`src/rtl/dtw_pkg.sv`:
```
// Shared definitions for the DTW distance engine: controller states,
// default geometry and the arithmetic helpers used by the matrix cell.
package dtw_pkg;

   typedef enum logic [1:0] {
      IDLE,
      LOAD,
      COMPUTE,
      DONE
   } state_t;

   localparam int unsigned DTW_N  = 4;
   localparam int unsigned DTW_W  = 2;
   localparam int unsigned DTW_DW = 6;

   // Unsigned add clamped to maxv; the 33-bit sum keeps the carry visible.
   function automatic logic [31:0] sat_add(input logic [31:0] a,
                                           input logic [31:0] b,
                                           input logic [31:0] maxv);
      logic [32:0] s;
      s = {1'b0, a} + {1'b0, b};
      if (s > {1'b0, maxv}) return maxv;
      return s[31:0];
   endfunction

   function automatic logic [31:0] min3(input logic [31:0] x,
                                        input logic [31:0] y,
                                        input logic [31:0] z);
      logic [31:0] m;
      m = (x < y) ? x : y;
      return (m < z) ? m : z;
   endfunction

endpackage

```
`src/rtl/dtw_cell.sv`:
```
// One DTW accumulated-cost cell, purely combinational.
// Local cost is the squared difference by default; defining DTW_ABS_COST_EN
// switches it to the absolute difference.
module dtw_cell
   import dtw_pkg::*;
#(
   parameter int unsigned W  = DTW_W,
   parameter int unsigned DW = DTW_DW
) (
   input  logic [W-1:0]  a_elem,
   input  logic [W-1:0]  b_elem,
   input  logic [DW-1:0] up,
   input  logic [DW-1:0] left,
   input  logic [DW-1:0] diag,
   input  logic          first_row,
   input  logic          first_col,
   output logic [DW-1:0] d
);

   localparam logic [31:0] MAXV = 32'((64'd1 << DW) - 64'd1);

   logic [W-1:0]   diff;
   logic [2*W-1:0] cost;
   logic [DW-1:0]  prev;

   // Local cost, predecessor selection and saturating accumulation
   always_comb begin
      diff = (a_elem > b_elem) ? (a_elem - b_elem) : (b_elem - a_elem);
`ifdef DTW_ABS_COST_EN
      cost = (2*W)'(diff);
`else
      cost = (2*W)'(diff) * (2*W)'(diff);
`endif
      if (first_row && first_col)
         prev = '0;
      else if (first_row)
         prev = left;
      else if (first_col)
         prev = up;
      else
         prev = DW'(min3(32'(up), 32'(left), 32'(diag)));
      d = DW'(sat_add(32'(cost), 32'(prev), MAXV));
   end

endmodule

```
`src/rtl/dtw_module.sv`:
```
// DTW distance engine: serially loads a reference and a test sequence
// (element 0 first, MSB first), fills the accumulated-cost matrix one cell
// per clock and holds the final distance with a level valid flag.
// Optional macro: DTW_ABS_COST_EN (absolute-difference local cost).
module dtw_module
   import dtw_pkg::*;
#(
   parameter int unsigned N  = DTW_N,
   parameter int unsigned W  = DTW_W,
   parameter int unsigned DW = DTW_DW
) (
   input  logic          clk,
   input  logic          rst,
   input  logic          InSample,
   input  logic          InTest,
   input  logic          Start,
   output logic          valid,
   output logic [DW-1:0] Out_Euclidean_Distatnce
);

   localparam int unsigned LB = N * W;
   localparam int unsigned CW = $clog2(LB + 1);
   localparam int unsigned IW = $clog2(N + 1);

   state_t        state;
   logic [LB-1:0] a_sr;
   logic [LB-1:0] b_sr;
   logic [CW-1:0] bit_cnt;
   logic [IW-1:0] i_cnt;
   logic [IW-1:0] j_cnt;
   logic [DW-1:0] row [N];
   logic [DW-1:0] diag_q;

   logic [W-1:0]  a_elem;
   logic [W-1:0]  b_elem;
   logic [DW-1:0] up;
   logic [DW-1:0] left;
   logic [DW-1:0] d_cell;

   // Select the operands of the current cell from the shift registers and row buffer
   always_comb begin
      a_elem = '0;
      b_elem = '0;
      up     = '0;
      left   = '0;
      for (int unsigned k = 0; k < N; k++) begin
         if (i_cnt == IW'(k)) a_elem = a_sr[(N-1-k)*W +: W];
         if (j_cnt == IW'(k)) begin
            b_elem = b_sr[(N-1-k)*W +: W];
            up     = row[k];
         end
         if (k < N - 1 && j_cnt == IW'(k + 1)) left = row[k];
      end
   end

   dtw_cell #(
      .W  (W),
      .DW (DW)
   ) u_cell (
      .a_elem    (a_elem),
      .b_elem    (b_elem),
      .up        (up),
      .left      (left),
      .diag      (diag_q),
      .first_row (i_cnt == '0),
      .first_col (j_cnt == '0),
      .d         (d_cell)
   );

   // Controller: load, one cell per clock, then a final edge publishes the result.
   // A single row buffer is used: row[j] holds D(i-1,j) until overwritten, row[j-1]
   // already holds D(i,j-1), and diag_q keeps the old row[j-1] as D(i-1,j-1).
   always_ff @(posedge clk) begin
      if (rst) begin
         state                   <= IDLE;
         valid                   <= 1'b0;
         Out_Euclidean_Distatnce <= '0;
         a_sr                    <= '0;
         b_sr                    <= '0;
         bit_cnt                 <= '0;
         i_cnt                   <= '0;
         j_cnt                   <= '0;
         diag_q                  <= '0;
         for (int unsigned k = 0; k < N; k++) row[k] <= '0;
      end else begin
         case (state)
            IDLE, DONE: begin
               if (Start) begin
                  state   <= LOAD;
                  valid   <= 1'b0;
                  bit_cnt <= '0;
               end
            end
            LOAD: begin
               a_sr    <= {a_sr[LB-2:0], InSample};
               b_sr    <= {b_sr[LB-2:0], InTest};
               bit_cnt <= bit_cnt + 1'b1;
               if (bit_cnt == CW'(LB - 1)) begin
                  state <= COMPUTE;
                  i_cnt <= '0;
                  j_cnt <= '0;
               end
            end
            COMPUTE: begin
               if (i_cnt == IW'(N)) begin
                  Out_Euclidean_Distatnce <= row[N-1];
                  valid                   <= 1'b1;
                  state                   <= DONE;
               end else begin
                  for (int unsigned k = 0; k < N; k++)
                     if (j_cnt == IW'(k)) row[k] <= d_cell;
                  diag_q <= up;
                  if (j_cnt == IW'(N - 1)) begin
                     j_cnt <= '0;
                     i_cnt <= i_cnt + 1'b1;
                  end else begin
                     j_cnt <= j_cnt + 1'b1;
                  end
               end
            end
            default: state <= IDLE;
         endcase
      end
   end

endmodule

```
`config.mk`:
```
export PLATFORM = sky130hd
export DESIGN_NAME = dtw_module
export DESIGN_NICKNAME = d
export VERILOG_FILES = /design/src/rtl/dtw_pkg.sv /design/src/rtl/dtw_cell.sv /design/src/rtl/dtw_module.sv
export SDC_FILE = /design/constraint.sdc
export NUM_CORES = 1
export LEC_CHECK = 0
export ABC_CLOCK_PERIOD_IN_PS = 9450
export CAP_MARGIN = 20
export CORE_MARGIN = 2
export CORE_UTILIZATION = 55
export CTS_BUF_LIST = sky130_fd_sc_hd__clkbuf_4
export CTS_CLUSTER_SIZE = 16
export DETAILED_ROUTE_END_ITERATION = 16
export PLACE_DENSITY = 0.76
export SYNTH_ARGS = -nofsm -noshare
export SYNTH_HDL_FRONTEND = slang
export SYNTH_HIERARCHICAL = 1
export SYNTH_SLANG_ARGS = --single-unit
```
`constraint.sdc`:
```
create_clock -name clk -period 9.45 [get_ports clk]
set_input_delay 2.835 -clock clk [delete_from_list [all_inputs] [get_ports clk]]
set_output_delay 2.835 -clock clk [all_outputs]
set_load 0.005 [all_outputs]
```
==> load_flow_metrics.sql <==
INSERT INTO impl_metrics (metric_group, metric, value, unit) VALUES
('cts', 'clk_pin_slew_worst_paths', '0.12', 'ns'),
('timing', 'period_share', '77.99', '%'),
('finish', 'area_taken_by_multi_input_logic_gates', '0.002407', 'mm^2'),
('timing', 'holdWs', '0.4651', 'ns'),
('logic_synthesis', 'synth.distinct_cells', '58', ''),
('logic_synthesis', 'post_synth_inst_count', '483', ''),
('floorplan', 'io_pins', '12', ''),
('floorplan', 'fp.dieH', '91.90', 'um'),
('routing', 'firstDrtPassIters', '5', ''),
('global_route', 'maximum_number_of_pins_on_one_net_before_global_route_repair', '40', ''),
('timing', 'finalSetupViolations', '0', ''),
('cts', 'number_of_h_tree_branching_levels', '3', ''),
('global_route', 'antenna_found_initial', '0', ''),
('outcome', 'outcome', 'complete, no violations', ''),
('placed_design', 'io_buffers', '11', ''),
('cts', 'cts_root_buf', 'sky130_fd_sc_hd__clkbuf_4', ''),
('global_route', 'grt-ovfl-total', '0', ''),
('setup_path', 'path_class', 'register to register', ''),
('timing', 'hold_violations', '0', ''),
('routing', 'via_per_inst', '5.855', ''),
('routing', 'drt_first_iter_violations', '284', ''),
('power', 'ir_worst_vdd', '0.0001408', 'V'),
('routing', 'route.final.wire_length', '9.606', 'mm'),
('finish', 'layout-area-overhead-vs-synth', '5.830', '%'),
('cts', 'clock-sinks', '65', ''),
('logic_synthesis', 'dominantRegCellSynth', 'sky130_fd_sc_hd__dfxtp_1', ''),
('setup_path', 'timing.critical_path.to_type', 'register', ''),
('run', 'max-cap-violations', '0', ''),
('power', 'power.combinational.fraction', '38.6', '%'),
('cts', 'cts_hold_buffers', '0', ''),
('power', 'clockPowerShare', '22.4', '%'),
('floorplan', 'floorplan.initialDensity', '55.86', '%'),
('setup_path', 'highest_net_fanout_along_the_worst_path', '24', ''),
('logic_synthesis', 'syn_avg_cell_area', '8.797', 'um^2'),
('power', 'design_power_total', '834.7', 'uW'),
('setup_path', 'r2r_setup_slack', '2.08', 'ns'),
('setup_path', 'reg2reg_depth', '26', ''),
('timing', 'max_clock_freq', '135.7', 'MHz'),
('finish', 'filler_cell_count', '672', ''),
('routing', 'via_count', '3437', ''),
('routing', 'post_drt_wl_per_cell', '16.36', 'um'),
('global_route', 'grt_first_pass_wirelength', '16.08', 'mm'),
('logic_synthesis', 'post_synthesis_sequential_element_count', '65', ''),
('power', 'p_seq_share', '39.0', '%'),
('setup_path', 'r2r_start', 'j_cnt[1]', ''),
('min_path', 'hold_class', 'register to register', ''),
('timing', 'tightestPinTransition', '0.8259', 'ns'),
('cts', 'numCtsBuffers', '9', ''),
('cts', 'post_cts_buffers', '0', ''),
('power', 'power.share.switching', '38.15', '%'),
('timing', 'tns', '0', 'ns'),
('logic_synthesis', 'synthTopCellsByArea', 'sky130_fd_sc_hd__dfxtp_1 19%, sky130_fd_sc_hd__edfxtp_1 17%, sky130_fd_sc_hd__ha_1 9.1%', ''),
('routing', 'total_drc_errors_in_the_routed_layout', '0', ''),
('power', 'power_per_cell_area', '185.6', 'mW/mm^2'),
('power', 'total_switching_power', '318.5', 'uW'),
('min_path', 'hold_path_startpoint', 'Out_Euclidean_Distatnce[2]', ''),
('routing', 'antenna_violating_nets_post_route', '0', ''),
('finish', 'insertedDiodeCount', '0', ''),
('timing', 'grt_setup_unrepaired', 'no', ''),
('finish', 'layout.area.seq', '0.001541', 'mm^2'),
('logic_synthesis', 'syn-num-nets', '521', ''),
('floorplan', 'placementRows', '32', ''),
('placed_design', 'place_hpwl', '7.205', 'mm'),
('logic_synthesis', 'synth_top_cell_area_share', '19.32', '%'),
('logic_synthesis', 'yosysWarnings', '6', ''),
('logic_synthesis', 'syn_area', '0.004249', 'mm^2'),
('setup_path', 'setup.worst_path.start_class', 'register', ''),
('finish', 'final_layout_size_suffix_gt1_share', '8.041', '%'),
('cts', 'worstSkewPairLatency', '0.43', 'ns'),
('logic_synthesis', 'proportion_of_synthesized_chip_area_in_sequential_cells', '36.28', '%'),
('cts', 'deepest_clock_path_buffer_count', '2', '');
==> metal layers <==
layer / track usage (%) / up-vias / routed length, um
met5: 0 / - / 0
met4: 8.333 / 0 / 188
met3: 5.916 / 22 / 472
met2: 41.12 / 110 / 4667
met1: 29.86 / 1602 / 4277
li1: - / 1703 / -
==> per-stage QoR <==
stage | cells | worst slack [ns] | cell area (um^2) | util, %
global placement | 571 | 2.490 | 4359 | 57.30
detailed placement | 571 | 2.182 | 4359 | 57.30
global route | 587 | 1.551 | 4497 | 59.11
finish | 587 | 2.080 | 4497 | 59.11
floorplan | 483 | 3.317 | 4249 | -
CTS | 587 | 2.166 | 4497 | 59.11
==> flip-flops by register name, indices dropped and copies added (netlist names) <==
| register | count |
|---|---|
| row | 24 |
| a_sr | 8 |
| b_sr | 8 |
| Out_Euclidean_Distatnce | 6 |
| diag_q | 6 |
| bit_cnt | 4 |
| i_cnt | 3 |
| j_cnt | 3 |
| state | 2 |
| valid | 1 |
==> placed cells by master (no fill, tap or decap), drive strengths merged, types with 7 or more instances in the layout <==
cell type / count
and3: 25
a22oi: 12
nand2: 51
clkbuf: 9
o31ai: 10
o211a: 7
nand2b: 8
nor3: 14
mux2i: 18
a22o: 12
dfxtp: 41
a21oi: 39
clkdlybuf4s50: 11
nor2: 47
inv: 41
edfxtp: 24
ha: 31
o21ai: 14
==> cell type report <==
type                            count  area share (%)
Timing Repair Buffer               14           2.949
Sequential cell                    65           34.28
Inverter                           40           3.339
Multi-Input combinational cell    350           53.53
Clock buffer                        9           1.503
Tap cell                          102           2.838
Clock inverter                      7           1.558
==> critical path, cell delays in order, from the launching register on <==
cell                       delay [ns]
sky130_fd_sc_hd__dfxtp_1         0.36
sky130_fd_sc_hd__inv_1           0.09
sky130_fd_sc_hd__ha_1            0.62
sky130_fd_sc_hd__nor3b_1         0.60
sky130_fd_sc_hd__a22oi_1         0.16
sky130_fd_sc_hd__a21oi_1         0.37
sky130_fd_sc_hd__inv_1           0.12
sky130_fd_sc_hd__ha_1            0.33
sky130_fd_sc_hd__nand2_1         0.06
sky130_fd_sc_hd__o21ai_1         0.21
sky130_fd_sc_hd__o21bai_4        0.24
sky130_fd_sc_hd__mux2_2          0.40
sky130_fd_sc_hd__ha_1            0.31
sky130_fd_sc_hd__a21o_1          0.16
sky130_fd_sc_hd__a31oi_1         0.20
sky130_fd_sc_hd__o21ai_1         0.15
sky130_fd_sc_hd__a211oi_4        0.40
sky130_fd_sc_hd__or2_2           0.20
sky130_fd_sc_hd__a21oi_1         0.07
sky130_fd_sc_hd__o31ai_1         0.26
sky130_fd_sc_hd__ha_1            0.31
sky130_fd_sc_hd__ha_1            0.30
sky130_fd_sc_hd__a21o_1          0.18
sky130_fd_sc_hd__a21oi_1         0.38
sky130_fd_sc_hd__o21ai_0         0.15
sky130_fd_sc_hd__mux2_2          0.32
sky130_fd_sc_hd__and3_1          0.18
==> worst max-delay path by stage <==
stage | cells past startpoint | slack [ns] | to | from
floorplan | 27 | 3.32 | row[0][5] | j_cnt[0]
global placement | 26 | 2.49 | row[3][5] | j_cnt[1]
detailed placement | 26 | 2.18 | row[2][5] | j_cnt[1]
CTS | 26 | 2.17 | row[2][5] | j_cnt[1]
global route | 26 | 1.55 | row[2][5] | j_cnt[1]
finish | 26 | 2.08 | row[2][5] | j_cnt[1]
==> power by group through the flow <==
stage | clock (mW) | sequential [mW] | combinational (mW)
2_1_floorplan | 0 | 0.326 | 0.276
3_3_place_gp | 0 | 0.332 | 0.309
3_5_place_dp | 0 | 0.332 | 0.314
4_1_cts | 0.191 | 0.326 | 0.315
5_1_grt | 0.201 | 0.329 | 0.352
6_report | 0.187 | 0.326 | 0.322
==> cell families (layout without fill, tap and decap cells) <==
family	count (synthesis)	in the layout	synth area share, %
and+or+nand+nor	171	171	19.41
AOI/OAI and AO/OA	120	120	20.82
buffers and inverters	68	70	7.185
DFF	65	65	36.28
adders and majority gates	33	33	10.07
muxes	24	24	5.830
xor gates and xnor gates	2	2	0.4123
No activity file was read; power rests on OpenSTA's default activity.
